$ cat config.mk
export PLATFORM = sky130hd
export DESIGN_NAME = slice_ar_arbiter
export DESIGN_NICKNAME = d
export VERILOG_FILES = /design/src/rtl/slice_ar_arbiter.sv
export SDC_FILE = /design/constraint.sdc
export NUM_CORES = 1
export LEC_CHECK = 0
export ABC_AREA = 1
export ABC_CLOCK_PERIOD_IN_PS = 5050
export CAP_MARGIN = 0
export CELL_PAD_IN_SITES_DETAIL_PLACEMENT = 2
export CELL_PAD_IN_SITES_GLOBAL_PLACEMENT = 2
export CORE_ASPECT_RATIO = 0.7
export CORE_MARGIN = 2
export CORE_UTILIZATION = 21
export CTS_CLUSTER_SIZE = 25
export DETAILED_ROUTE_END_ITERATION = 8
export PLACE_DENSITY_LB_ADDON = 0.2
export SYNTH_ARGS = -nofsm -noshare
export SYNTH_HDL_FRONTEND = slang
export SYNTH_SLANG_ARGS = --single-unit
$ cat constraint.sdc
create_clock -name clk -period 5.05 [get_ports clk]
set_clock_uncertainty 0.05 [all_clocks]
set_input_delay 0.7575 -clock clk [delete_from_list [all_inputs] [get_ports clk]]
set_output_delay 0.7575 -clock clk [all_outputs]
set_load 0.02 [all_outputs]
$ cat src/rtl/slice_ar_arbiter.sv
// Round-robin arbiter merging per-slice AR requests onto one master AR channel,
// with per-slice outstanding-burst tracking used to route R beats back by ID.
module slice_ar_arbiter #(
  parameter int NUM_SLICES      = 4,
  parameter int ADDR_BITS       = 64,
  parameter int BURST_LEN_WIDTH = 8,
  parameter int TID_WIDTH       = 8,
  parameter int MAX_OUTST       = 15
) (
  input  logic                                  clk,
  input  logic                                  reset,
  input  logic [NUM_SLICES-1:0]                 sl_ar_valid,
  output logic [NUM_SLICES-1:0]                 sl_ar_ready,
  input  logic [NUM_SLICES*ADDR_BITS-1:0]       sl_ar_addr,
  input  logic [NUM_SLICES*BURST_LEN_WIDTH-1:0] sl_ar_len,
  input  logic [NUM_SLICES*TID_WIDTH-1:0]       sl_ar_id,
  output logic                                  m_ar_valid,
  input  logic                                  m_ar_ready,
  output logic [ADDR_BITS-1:0]                  m_ar_addr,
  output logic [BURST_LEN_WIDTH-1:0]            m_ar_len,
  output logic [TID_WIDTH-1:0]                  m_ar_id,
  input  logic                                  m_r_valid,
  input  logic                                  m_r_last,
  input  logic [TID_WIDTH-1:0]                  m_r_id,
  output logic                                  m_r_ready,
  output logic [NUM_SLICES-1:0]                 sl_r_valid,
  input  logic [NUM_SLICES-1:0]                 sl_r_ready,
  output logic [NUM_SLICES-1:0]                 sl_busy,
  output logic                                  r_orphan
);

  localparam int CNT_W = $clog2(MAX_OUTST + 1);
  localparam int PTR_W = (NUM_SLICES > 1) ? $clog2(NUM_SLICES) : 1;

  typedef enum logic {ST_IDLE = 1'b0, ST_HOLD = 1'b1} state_t;

  state_t               state;
  logic [PTR_W-1:0]     rr_ptr;
  logic [PTR_W-1:0]     hold_idx;
  logic [PTR_W-1:0]     grant_idx;
  logic [PTR_W-1:0]     r_sel;
  logic [CNT_W-1:0]     cnt      [NUM_SLICES];
  logic [TID_WIDTH-1:0] owner_id [NUM_SLICES];
  logic [NUM_SLICES-1:0] eligible;
  logic                 grant_found;
  logic                 r_match;
  logic                 ar_done;
  logic                 r_done;

  // A slice with bursts in flight may only add more under the same ID, so
  // every outstanding burst of a slice shares the ID used for R routing.
  always_comb begin
    for (int i = 0; i < NUM_SLICES; i++) begin
      eligible[i] = sl_ar_valid[i] && (cnt[i] < CNT_W'(MAX_OUTST)) &&
                    ((cnt[i] == '0) || (sl_ar_id[i*TID_WIDTH +: TID_WIDTH] == owner_id[i]));
      sl_busy[i]  = (cnt[i] != '0);
    end
  end

  always_comb begin
    logic [PTR_W:0] idx;
    grant_found = 1'b0;
    grant_idx   = '0;
    idx         = '0;
    for (int k = 0; k < NUM_SLICES; k++) begin
      idx = {1'b0, rr_ptr} + (PTR_W+1)'(k);
      if (idx >= (PTR_W+1)'(NUM_SLICES))
        idx = idx - (PTR_W+1)'(NUM_SLICES);
      if (!grant_found && eligible[idx[PTR_W-1:0]]) begin
        grant_found = 1'b1;
        grant_idx   = idx[PTR_W-1:0];
      end
    end
  end

  always_comb begin
    sl_ar_ready = '0;
    if (state == ST_IDLE && grant_found)
      sl_ar_ready[grant_idx] = 1'b1;
  end

  // Beats with no owning slice are accepted and discarded so the master never stalls.
  always_comb begin
    r_match    = 1'b0;
    r_sel      = '0;
    for (int i = NUM_SLICES - 1; i >= 0; i--) begin
      if (cnt[i] != '0 && owner_id[i] == m_r_id) begin
        r_match = 1'b1;
        r_sel   = PTR_W'(i);
      end
    end
    sl_r_valid = '0;
    m_r_ready  = 1'b1;
    if (r_match) begin
      sl_r_valid[r_sel] = m_r_valid;
      m_r_ready         = sl_r_ready[r_sel];
    end
  end

  assign ar_done = m_ar_valid && m_ar_ready;
  assign r_done  = m_r_valid && m_r_ready && m_r_last && r_match;

  always_ff @(posedge clk or posedge reset) begin
    if (reset) begin
      state      <= ST_IDLE;
      rr_ptr     <= '0;
      hold_idx   <= '0;
      m_ar_valid <= 1'b0;
      m_ar_addr  <= '0;
      m_ar_len   <= '0;
      m_ar_id    <= '0;
      r_orphan   <= 1'b0;
      for (int i = 0; i < NUM_SLICES; i++) begin
        cnt[i]      <= '0;
        owner_id[i] <= '0;
      end
    end else begin
      r_orphan <= m_r_valid && !r_match;
      for (int i = 0; i < NUM_SLICES; i++) begin
        if ((ar_done && hold_idx == PTR_W'(i)) && !(r_done && r_sel == PTR_W'(i)))
          cnt[i] <= cnt[i] + 1'b1;
        else if ((r_done && r_sel == PTR_W'(i)) && !(ar_done && hold_idx == PTR_W'(i)))
          cnt[i] <= cnt[i] - 1'b1;
      end
      case (state)
        ST_IDLE: begin
          if (grant_found) begin
            m_ar_addr           <= sl_ar_addr[grant_idx*ADDR_BITS +: ADDR_BITS];
            m_ar_len            <= sl_ar_len[grant_idx*BURST_LEN_WIDTH +: BURST_LEN_WIDTH];
            m_ar_id             <= sl_ar_id[grant_idx*TID_WIDTH +: TID_WIDTH];
            owner_id[grant_idx] <= sl_ar_id[grant_idx*TID_WIDTH +: TID_WIDTH];
            m_ar_valid          <= 1'b1;
            hold_idx            <= grant_idx;
            state               <= ST_HOLD;
          end
        end
        ST_HOLD: begin
          if (m_ar_ready) begin
            m_ar_valid <= 1'b0;
            rr_ptr     <= (hold_idx == PTR_W'(NUM_SLICES - 1)) ? '0 : hold_idx + 1'b1;
            state      <= ST_IDLE;
          end
        end
        default: state <= ST_IDLE;
      endcase
    end
  end

endmodule

; ---- Word-level counts from Yosys, hierarchy flattened
; Cells that the tools add are included.
[word_totals]
word_cells = 200
out_inout_bits = 95
register_bits = 135
in_bits = 341
[op_classes]
mux = 55
order_cmp = 18
n_reduce_logical = 73
n_bitwise = 3
n_addsub = 16
shift = 3
n_eq_ne = 16
[ops]
columns = cell, count
row1 = 256-bit by 9-bit indexed part select with 64-bit output, 1
row2 = 8-bit == test, 8
row3 = 32-bit by 6-bit indexed part select with 8-bit output, 2
row4 = 1-bit logical AND, 40
row5 = 4-bit 2-to-1 mux, 10
row6 = 32-bit bitwise mux, 1
row7 = 2-bit 2-to-1 mux, 13
row8 = 1-bit 2-to-1 mux, 20
row9 = "2-bit by 3-bit < comparator with 1-bit output, second input constant", 6
row10 = "4-bit by 1-bit adder with 4-bit output, second input constant", 4
row11 = 8-bit demux with 2-bit select, 1
row12 = 4-bit logical NOT, 4
row13 = "4-bit < comparator, second input constant", 4
row14 = 4-bit nonzero test, 4
row15 = "4-bit by 1-bit subtractor with 4-bit output, second input constant", 4
row16 = "3-bit greater-or-equal comparator, second input constant", 4
row17 = 1-bit logical NOT, 12
row18 = 1-bit binary-select mux with 2-bit select, 5
row19 = "2-bit == test, second input constant", 4
row20 = 8-bit 2-to-1 mux, 1
row21 = 2-bit nonzero test, 4
row22 = "2-bit by 1-bit subtractor with 2-bit output, second input constant", 4
row23 = "2-bit by 2-bit adder with 3-bit output, second input constant", 2
row24 = 2-bit AND reduction, 3
row25 = other kinds (14), 23

; ---- Longest topological paths before layout
; Gate-level depths: netlist of run 1.
[depth]
depth_word = 21
ltp_mapped = 22
depth_no_buf = 21

; ---- Worst setup path after synthesis of run 1
; Ideal clock, no wire load.
[synth_timing]
path_kind = input to register
startpoint = input port m_r_id[7]
endpoint = register cnt[11] in the netlist's numbering
stages = 20
setup_time_ns = 0.125
t_arrival_ns = 3.477
required_ns = 4.875
path_buffers = 1
setup_slack_ns = 1.398
path_cell_list = clkbuf_1 > xor2_1 > nor2_1 > nand3b_1 > nor4_2 > inv_1 > nor2_1 > nor2_1 > a22o_1 > nand4_1 > nand3_1 > ha_1 > inv_1 > ha_1 > a21o_1 > a21oi_1 > nand2_1 > nand2_1 > nor2_1 > xor2_1
[synth_between]
elab_chain_len = 16
elab_cells_between_ends = 29
classes_between = eq/ne (5) / mux (12) / reduce/logical (12)
[synth_lines]
columns = item, line_no
row1 = "start, declared", 24  ; input logic [TID_WIDTH-1:0] m_r_id,
row2 = 8-bit == test, 87  ; if (cnt[i] != '0 && owner_id[i] == m_r_id) begin
row3 = 1-bit logical AND, 87
row4 = 2-bit 2-to-1 mux (4 in a row), 87
row5 = 1-bit binary-select mux with 2-bit select, 96  ; m_r_ready = sl_r_ready[r_sel];
row6 = 1-bit 2-to-1 mux (not written as such), 96
row7 = 1-bit 2-to-1 mux (*), 94  ; if (r_match) begin
row8 = via m_r_ready, 25  ; output logic m_r_ready,
row9 = 1-bit logical AND (*) (3 in a row), 101  ; assign r_done = m_r_valid && m_r_ready && m_r_last && r_match;
row10 = 1-bit logical AND (*), "120, 122"
row11 = 1-bit logical NOT, 120  ; if ((ar_done && hold_idx == PTR_W'(i)) && !(r_done && r_sel == PTR_W'(i)))
row12 = 1-bit logical AND, 120
row13 = 4-bit 2-to-1 mux or 2-bit nonzero test (tied branches), --
row14 = "end signal, assigned by index", 121  ; cnt[i] <= cnt[i] + 1'b1;
row15 = "end signal, assigned by index", 123  ; cnt[i] <= cnt[i] - 1'b1;
row16 = "end, declared", 42  ; logic [CNT_W-1:0] cnt [NUM_SLICES];
; The timed path passes the listed nets; every way through them passes the cells marked *. The select of a mux whose other input is x is not followed.
; A chain may end at the register's enable or synchronous reset.

; ---- Worst setup path after layout of run 1
[layout_timing]
startpoint = input port sl_ar_id[0]
endpoint = output port sl_ar_ready[3]
[layout_between]
elab_chain_len = 20
elab_cells_between_ends = 32
classes_between = order compare (2) / eq/ne (1) / mux (19) / reduce/logical (10)
[layout_lines]
columns = item, line_no
row1 = "start, declared", 16  ; input logic [NUM_SLICES*TID_WIDTH-1:0] sl_ar_id,
row2 = 8-bit == test (*), 55  ; ((cnt[i] == '0) || (sl_ar_id[i*TID_WIDTH +: TID_WIDTH] == owner_id[i]));
row3 = 1-bit logical OR (*), 55
row4 = 1-bit logical AND (*), 54  ; eligible[i] = sl_ar_valid[i] && (cnt[i] < CNT_W'(MAX_OUTST)) &&
row5 = 1-bit binary-select mux with 2-bit select, 69  ; if (!grant_found && eligible[idx[PTR_W-1:0]]) begin
row6 = 1-bit 2-to-1 mux (not written as such), 69
row7 = 1-bit 2-to-1 mux, 69
row8 = 1-bit logical NOT, 69
row9 = 1-bit logical AND, 69
row10 = [4 not listed], --
row11 = 1-bit logical NOT, 69
row12 = 1-bit logical AND, 69
row13 = 2-bit 2-to-1 mux, 69
row14 = 2-bit by 3-bit < comparator with 1-bit output (not written as such) or 2-bit by 1-bit greater-or-equal comparator with 1-bit output (tied branches), 79  ; sl_ar_ready[grant_idx] = 1'b1;
row15 = 1-bit logical AND (not written as such), 79
row16 = 1-bit 2-to-1 mux (not written as such), 79
row17 = 1-bit demux with 2-bit select, 79
row18 = 4-bit 2-to-1 mux (*), 78  ; if (state == ST_IDLE && grant_found)
row19 = "end, declared", 13  ; output logic [NUM_SLICES-1:0] sl_ar_ready,
; Every way passes the cells marked *; elsewhere a longest branch is shown, timed or not. The select of a mux whose other input is x is not followed.

==> insert_results.sql, run 1 <==
INSERT INTO impl_metrics (metric_group, metric, value, unit) VALUES
('cells_and_area', 'layout.core_utilization', '32.6', '%'),
('floorplanning', 'num_io_pins', '436', ''),
('routing', 'vias_per_cell', '4.54', ''),
('clock_network', 'cts.path.max_buffers', '2', ''),
('sta', 'layout_min_cycle_time', '4.77', 'ns'),
('routing', 'ant_nets', '0', ''),
('worst_setup_path', 'slowest_delay', '0.62', 'ns'),
('cells_and_area', 'final_area', '0.0160', 'sq mm'),
('power_and_ir_drop', 'pwr-share-clk', '10.9', '%'),
('sta', 'setup_violations', '0', ''),
('routing', 'dr.first_iter.drc_count', '602', ''),
('yosys', 'mappedNetlistNets', '2098', ''),
('floorplanning', 'initial_core_util', '21.2', '%'),
('worst_setup_path', 'critical_path.most_common_cell', 'nand2_1', ''),
('worst_setup_path', 'worstSetupPathType', 'in -> out', ''),
('global_routing', 'maximum_number_of_pins_on_one_net_before_global_route_repair', '161', ''),
('worst_setup_path', 'critPathMaxFanout', '6', ''),
('yosys', 'synth-async-reset-ratio', '100', '%'),
('floorplanning', 'coreArea', '0.0490', 'sq mm'),
('sta', 'hold_viol_final', '0', ''),
('yosys', 'syn-instance-count', '1737', ''),
('yosys', 'netlist_top_cells_count', 'nand2_1 (1057), nand3_1 (185), dfrtp_1 (135)', ''),
('cells_and_area', 'finish.net_count', '2483', ''),
('sta', 'timing_worst_slew_pin_value', '1.01', 'ns'),
('worst_setup_path', 'timing.critical_path.slowest_stage_cell', 'clkdlybuf4s50_1', ''),
('worst_setup_path', 'critical_path.reg2reg.endpoint', 'cnt[15]', ''),
('outcome', 'outcome', 'completed', ''),
('sta', 'worst_slew_margin_rel', '32.9', '%'),
('clock_network', 'cts_repair_resize_count', '0', ''),
('power_and_ir_drop', 'combinationalPowerShare', '71.2', '%'),
('yosys', 'yosysWarnings', '0', ''),
('floorplanning', 'die_area', '0.0512', 'sq mm'),
('sta', 'fin_crit_sh', '94.4', '%'),
('floorplanning', 'fp.dieH', '190', 'um'),
('yosys', 'synth.lib_cells_used.distinct', '37', ''),
('sta', 'setup_total_negative_slack', '0', 'ns'),
('yosys', 'synth_largest_area_cell', 'nand2_1', ''),
('worst_setup_path', 'worst_ep_required_time', '4.24', 'ns'),
('routing', 'detailedRoute.firstPassIterationCount', '5', ''),
('sta', 'finalMaxSlewViolations', '0', ''),
('floorplanning', 'placement_row_count', '68', ''),
('routing', 'via_count', '12768', ''),
('global_routing', 'grt_pass1_wl', '84800', 'um'),
('clock_network', 'worst_skew_pair.late_latency', '0.45', 'ns'),
('cells_and_area', 'area_delta_synth_final', '53.9', '%'),
('yosys', 'synth_enable_flop_cells', '0', ''),
('yosys', 'synth_largest_type_area_fraction', '38.3', '%'),
('routing', 'post_drt_wl_per_cell', '19.9', 'um'),
('cells_and_area', 'layout.cells.non_filler', '2811', ''),
('yosys', 'synthesis.area', '0.0104', 'sq mm'),
('clock_network', 'postCtsSetupRepairBufs', '0', ''),
('worst_setup_path', 'critical_path.cell_chain', 'clkdlybuf4s50_1 -> nand2_1 -> nand2_1 -> nand2_1 -> nor2_1 -> nand2_1 -> nand2_1 -> nand3_1 -> nand2_1 -> nand2_1 -> nand2_1 -> nand4_2 -> nand2_8 -> nand2_8 -> inv_2 -> nand2_1 -> nor2_4 -> clkdlybuf4s50_1', ''),
('yosys', 'synthesis.area_per_instance', '5.97', 'sq um'),
('yosys', 'ys_dominant_reg_cell', 'dfrtp_1', ''),
('worst_setup_path', 'crit_path_end_kind', 'output port', ''),
('sta', 'rsz0062_at_grt', 'no', ''),
('floorplanning', 'die_x', '270', 'um'),
('placed_design', 'postPlaceCellArea', '0.0154', 'sq mm'),
('power_and_ir_drop', 'power_density', '728', 'mW/mm^2'),
('worst_setup_path', 'worst_ep_arrival_time', '3.96', 'ns'),
('clock_network', 'numCtsBuffers', '17', ''),
('clock_network', 'clk_pin_slew_worst_paths', '0.07', 'ns'),
('clock_network', 'cts-htree-levels', '4', ''),
('global_routing', 'global_route.overflow_total', '0', ''),
('clock_network', 'clock_tree_from_tritoncts', 'yes', ''),
('placed_design', 'place_inst', '2768', ''),
('yosys', 'synth-seq-area-share', '32.6', '%'),
('yosys', 'yosys.cell_count.top_type', 'nand2_1', ''),
('global_routing', 'number_of_global_route_vias_before_repair', '13652', ''),
('clock_network', 'number_of_hold_buffers_added_after_cts', '0', ''),
('routing', 'detail_route.drc_violations', '0', '');
## stage by stage
stage | setup slack (ns) | hold slack [ns]
floorplan | 0.631 | 0.413
global placement | 0.266 | 0.411
detailed placement | 0.140 | 0.419
CTS | 0.268 | 0.437
global route | 0.0394 | 0.458
finish | 0.282 | 0.428
## how the worst min path moves through the flow
stage,from,endpoint,slack (ns),depth (start not counted)
after global placement,m_ar_len[7],m_ar_len[7],0.41,2
after CTS,m_ar_addr[48],m_ar_addr[48],0.44,2
after detailed placement,m_ar_addr[48],m_ar_addr[48],0.42,2
after floorplan,cnt[11],cnt[11],0.41,1
after global routing,m_ar_addr[10],m_ar_addr[10],0.46,2
final,m_ar_addr[27],m_ar_addr[27],0.43,2
## area by class of cell
cell class | count | area, sq um
fill | 5948 | 33000
multi-input combinational | 1425 | 6280
timing repair buffer | 456 | 4550
sequential | 135 | 3380
tap | 665 | 832
clock buffer | 18 | 429
inverter | 87 | 333
clock inverter | 14 | 136
antenna | 11 | 27.5
## layout by cell type (no fill, tap or decap), types with 2 or more instances in the layout
| cell type | instances |
|---|---|
| a21o_1 | 4 |
| a21oi_1 | 6 |
| a41oi_1 | 4 |
| buf_12 | 3 |
| buf_4 | 18 |
| clkbuf_16 | 17 |
| clkdlybuf4s50_1 | 435 |
| clkinv_2 | 2 |
| clkinv_4 | 2 |
| clkinvlp_4 | 3 |
| dfrtp_1 | 135 |
| diode_2 | 11 |
| fa_1 | 4 |
| ha_1 | 16 |
| inv_1 | 77 |
| inv_2 | 8 |
| inv_6 | 8 |
| nand2_1 | 1056 |
| nand2_8 | 2 |
| nand3_1 | 185 |
| nand3_2 | 3 |
| nand3b_1 | 3 |
| nand4_1 | 5 |
| nor2_1 | 51 |
| nor2_4 | 2 |
| nor3_1 | 6 |
| nor3b_1 | 2 |
| nor4_1 | 4 |
| o2111ai_1 | 2 |
| o21ai_0 | 10 |
| o22ai_1 | 2 |
| or2_2 | 5 |
| xnor2_1 | 31 |
| xor2_1 | 11 |
## kinds of logic after synthesis
logic type	share of synthesized area [%]
simple gates	51.6
buf+inv	7.48
flops	32.6
xor+xnor	3.55
compound gates	2.09
fa+ha+maj	2.70
## sequential cells by signal, indices dropped and copies added (netlist names)
register,count
rr_ptr,2
state,1
m_ar_addr,64
owner_id,32
cnt,16
hold_idx,2
m_ar_valid,1
m_ar_len,8
r_orphan,1
m_ar_id,8
## routing by layer
metal  up-vias  wire, um  GRT usage [%]
met5         -        13              0
met2       261     26700           35.7
met4         2       870           5.83
met1      6322     25300           28.4
li1       6142         -              -
met3        41      3100           5.09
## critical path, delay by kind of cell
kind                   cells  cell delay, ns
buffers and inverters      3            1.18
AND/OR/NAND/NOR           15            2.02
## power groups by stage
stage	Sequential, W	Clock [W]	Combinational [W]
floorplan	0.00231	0	0.00499
global placement	0.00207	0	0.00821
detailed placement	0.00209	0	0.00843
CTS	0.00209	0.00131	0.00846
global route	0.00216	0.00136	0.00935
finish	0.00208	0.00127	0.00827
(Power assumes the default switching activity.)
==> run 2, diff against run 1 <==
--- a/config.mk
+++ b/config.mk
@@ -5,14 +5,13 @@
 export SDC_FILE = /design/constraint.sdc
 export NUM_CORES = 1
 export LEC_CHECK = 0
-export ABC_AREA = 1
-export ABC_CLOCK_PERIOD_IN_PS = 5050
+export ABC_CLOCK_PERIOD_IN_PS = 5600
 export CAP_MARGIN = 0
 export CELL_PAD_IN_SITES_DETAIL_PLACEMENT = 2
 export CELL_PAD_IN_SITES_GLOBAL_PLACEMENT = 2
 export CORE_ASPECT_RATIO = 0.7
 export CORE_MARGIN = 2
-export CORE_UTILIZATION = 21
+export CORE_UTILIZATION = 25
 export CTS_CLUSTER_SIZE = 25
 export DETAILED_ROUTE_END_ITERATION = 8
 export PLACE_DENSITY_LB_ADDON = 0.2
==> constraint.sdc (replaced) <==
create_clock -name clk -period 5.6 [get_ports clk]
set_clock_uncertainty 0.05 [all_clocks]
set_input_delay 0.84 -clock clk [delete_from_list [all_inputs] [get_ports clk]]
set_output_delay 0.84 -clock clk [all_outputs]
set_load 0.02 [all_outputs]
==> insert_results.sql, run 2 <==
INSERT INTO impl_metrics (metric_group, metric, value, unit) VALUES
('outcome', 'outcome', 'completed', ''),
('worst_setup_path', 'crit_path_end_kind', 'output port', ''),
('sta', 'layout_min_cycle_time', '5.20', 'ns'),
('yosys', 'ys_ff_latch', '135', ''),
('yosys', 'synthesis.area_per_instance', '9.50', 'sq um'),
('floorplanning', 'coreArea', '0.0344', 'sq mm'),
('worst_setup_path', 'worstSetupPathType', 'in -> out', ''),
('cells_and_area', 'most_flops_register', 'm_ar_addr', ''),
('floorplanning', 'die_area', '0.0362', 'sq mm'),
('clock_network', 'ctsRootBufferMaster', 'clkbuf_16', ''),
('cells_and_area', 'fillers', '3727', ''),
('flow_run', 'maxCapViolations', '0', ''),
('clock_network', 'number_of_hold_buffers_added_after_cts', '0', ''),
('yosys', 'synth_largest_type_area_fraction', '38.9', '%'),
('worst_setup_path', 'startpoint_type', 'primary input', ''),
('yosys', 'synth_enable_flop_cells', '0', ''),
('clock_network', 'cts_repair_resize_count', '0', ''),
('yosys', 'yosysWarnings', '0', ''),
('routing', 'detail_route.drc_violations', '0', ''),
('sta', 'worst_slew_margin_rel', '26.8', '%'),
('clock_network', 'cts.sinks', '135', ''),
('sta', 'timing_worst_slew_pin_value', '1.10', 'ns'),
('min_path', 'min_delay_startpoint', 'm_ar_id[7]', ''),
('sta', 'fin_crit_sh', '92.9', '%'),
('cells_and_area', 'layout_commonest_cell', 'clkdlybuf4s50_1', ''),
('floorplanning', 'fp.dieH', '160', 'um'),
('global_routing', 'number_of_global_route_vias_before_repair', '10219', ''),
('yosys', 'ys_dominant_reg_cell', 'dfrtp_1', ''),
('routing', 'vias_per_cell', '5.13', ''),
('worst_setup_path', 'critical_path.most_common_cell', 'clkdlybuf4s50_1', ''),
('routing', 'via_count', '9214', ''),
('worst_setup_path', 'critical_path.reg2reg.endpoint', 'm_ar_id[2]', ''),
('sta', 'fmax', '0.192', 'GHz'),
('sta', 'setup_total_negative_slack', '0', 'ns'),
('global_routing', 'grt_pass1_wl', '66000', 'um'),
('worst_setup_path', 'worst-r2r-setup-slack', '1.55', 'ns'),
('global_routing', 'globalRouteTotalUtil', '24.4', '%'),
('worst_setup_path', 'timing.rr.start', 'owner_id[30]', ''),
('clock_network', 'cts-htree-levels', '4', ''),
('cells_and_area', 'area_delta_synth_final', '63.2', '%'),
('power_and_ir_drop', 'p_leak', '5.39', 'nW'),
('worst_setup_path', 'worst_ep_arrival_time', '4.31', 'ns'),
('yosys', 'synth-seq-area-share', '38.9', '%'),
('cells_and_area', 'diodes', '0', ''),
('placed_design', 'place.detailed.hpwl', '33200', 'um'),
('worst_setup_path', 'critPathMaxFanout', '14', ''),
('sta', 'rsz0062_at_grt', 'no', ''),
('worst_setup_path', 'worst_ep_required_time', '4.71', 'ns'),
('routing', 'ant_nets', '0', ''),
('power_and_ir_drop', 'p_total', '0.00764', 'W'),
('yosys', 'netlist_top_cells_count', 'dfrtp_1 (135), nor2_1 (66), o21ai_0 (66)', ''),
('yosys', 'synthesis.area', '0.00868', 'sq mm'),
('worst_setup_path', 'worst_r2r_path_depth', '9', ''),
('cells_and_area', 'largestRegisters', 'm_ar_addr x64, owner_id x32, cnt x16', ''),
('global_routing', 'global_route.overflow_total', '0', ''),
('floorplanning', 'die_x', '227', 'um'),
('routing', 'dr.first_iter.drc_count', '525', ''),
('yosys', 'synth.lib_cells_used.distinct', '54', ''),
('global_routing', 'maximum_number_of_pins_on_one_net_before_global_route_repair', '112', ''),
('yosys', 'yosys.cell_count.top_type', 'dfrtp_1', ''),
('worst_setup_path', 'critical_path.startpoint', 'sl_ar_id[17]', ''),
('placed_design', 'place.gp.congestion', '0.876', ''),
('sta', 'finalMaxSlewViolations', '0', ''),
('floorplanning', 'initial_core_util', '25.2', '%'),
('min_path', 'min_delay_worst_endpoint', 'm_ar_id[7]', ''),
('yosys', 'synth-async-reset-ratio', '100', '%'),
('sta', 'setup_violations', '0', ''),
('cells_and_area', 'fraction_of_final_layout_cells_with_drive_strength_greater_than_1', '7.55', '%'),
('clock_network', 'clk_pin_slew_worst_paths', '0.06', 'ns'),
('worst_setup_path', 'timing.critical_path.slowest_stage_cell', 'nor4_1', ''),
('min_path', 'hold_depth', '2', ''),
('cells_and_area', 'layout.core_utilization', '41.1', '%'),
('yosys', 'syn-instance-count', '914', ''),
('placed_design', 'place_inst', '1764', ''),
('clock_network', 'cts.path.max_buffers', '2', ''),
('floorplanning', 'placement_row_count', '57', ''),
('cells_and_area', 'mostFrequentLayoutCells', 'clkdlybuf4s50_1 (435), dfrtp_1 (135), nor2_1 (66), o21ai_0 (66), nand3_1 (65)', ''),
('yosys', 'synth_largest_area_cell', 'dfrtp_1', ''),
('clock_network', 'worst_skew_pair.late_latency', '0.44', 'ns'),
('clock_network', 'postCtsSetupRepairBufs', '0', ''),
('clock_network', 'clock_tree_from_tritoncts', 'yes', ''),
('worst_setup_path', 'critical_path.cell_chain', 'clkdlybuf4s50_1 -> xor2_1 -> nor4_1 -> a21boi_1 -> or2_1 -> and4_1 -> nor2_4 -> nand3_1 -> inv_1 -> clkdlybuf4s50_1', ''),
('floorplanning', 'num_io_pins', '436', ''),
('global_routing', 'grt_antenna_before_repair', '5', ''),
('yosys', 'synth.top_cells.by_area', 'dfrtp_1 (39%), mux2i_1 (5.8%), a32oi_1 (5.7%)', ''),
('cells_and_area', 'largest_register_ff_count', '64', ''),
('power_and_ir_drop', 'power_density', '539', 'mW/mm^2'),
('cells_and_area', 'finish.net_count', '1672', ''),
('power_and_ir_drop', 'ir_drop', '0.466', 'mV'),
('worst_setup_path', 'slowest_delay', '0.70', 'ns'),
('routing', 'detailedRoute.firstPassIterationCount', '5', ''),
('yosys', 'mappedNetlistNets', '1275', ''),
('routing', 'post_drt_wl_per_cell', '24.6', 'um'),
('clock_network', 'numCtsBuffers', '17', ''),
('routing', 'total_length_of_routed_wires', '44200', 'um'),
('cells_and_area', 'layout.cells.non_filler', '1796', ''),
('placed_design', 'numPortBuffers', '435', ''),
('sta', 'hold_viol_final', '0', ''),
('min_path', 'worst_hold_path_type', 'reg -> reg', '');
-- run 2: cell count changes in the layout (fill, tap and decap cells not counted), sizes merged, moves of 55 or more --
cell,change
o21ai,+55
nand2,-1014
inv,-78
a21o,+55
a32oi,+56
nand3,-124
-- run 2: cell type report --
class	instances	area, sq um	area share, %
Multi-Input combinational cell	691	5000	35.3
Timing Repair Buffer	453	4500	31.8
Sequential cell	135	3380	23.8
Tap cell	472	591	4.17
Clock buffer	18	439	3.10
Clock inverter	14	198	1.40
Inverter	13	53.8	0.380
-- run 2: layer usage --
layer	routed length [um]	global-route usage, %	vias up
met5	54	0	-
met1	19800	32.0	4680
met3	3140	7.58	39
met4	517	4.90	8
li1	-	-	4225
met2	20700	39.5	262
-- run 2: report_power, final --
part | internal [W] | switching (W)
sequential | 0.00148 | 0.000433
combinational | 0.00192 | 0.00255
clock | 0.000761 | 0.000496
total | 0.00416 | 0.00348
-- run 2: stage by stage --
| stage | hold slack, ns | cell area, sq um | setup WS [ns] |
|---|---|---|---|
| floorplan | 0.405 | 8680 | 1.10 |
| global placement | 0.420 | 13500 | 0.602 |
| detailed placement | 0.428 | 13500 | 0.458 |
| CTS | 0.443 | 14200 | 0.434 |
| global route | 0.469 | 14200 | 0.127 |
| finish | 0.442 | 14200 | 0.397 |
-- run 2: worst max path at each step --
stage	endpoint	slack [ns]
after floorplan	cnt[0]	1.10
after global placement	sl_ar_ready[1]	0.60
after detailed placement	sl_ar_ready[3]	0.46
after CTS	sl_ar_ready[1]	0.43
after global routing	sl_ar_ready[3]	0.13
final	sl_ar_ready[3]	0.40
-- run 2: cells by family after synthesis --
group | after synthesis | share of synthesized area [%]
buffers and inverters | 88 | 4.12
DFF | 135 | 38.9
adders and majority gates | 20 | 3.23
xor gates and xnor gates | 80 | 8.07
and+or+nand+nor | 220 | 12.1
muxes | 87 | 10.6
AOI/OAI and AO/OA | 284 | 23.0
-- run 2: worst max-delay path: cells and delay by family --
kind | cells | cell delay (ns)
compound gates | 1 | 0.22
buf+inv | 3 | 1.20
xor+xnor | 1 | 0.17
simple gates | 5 | 1.89
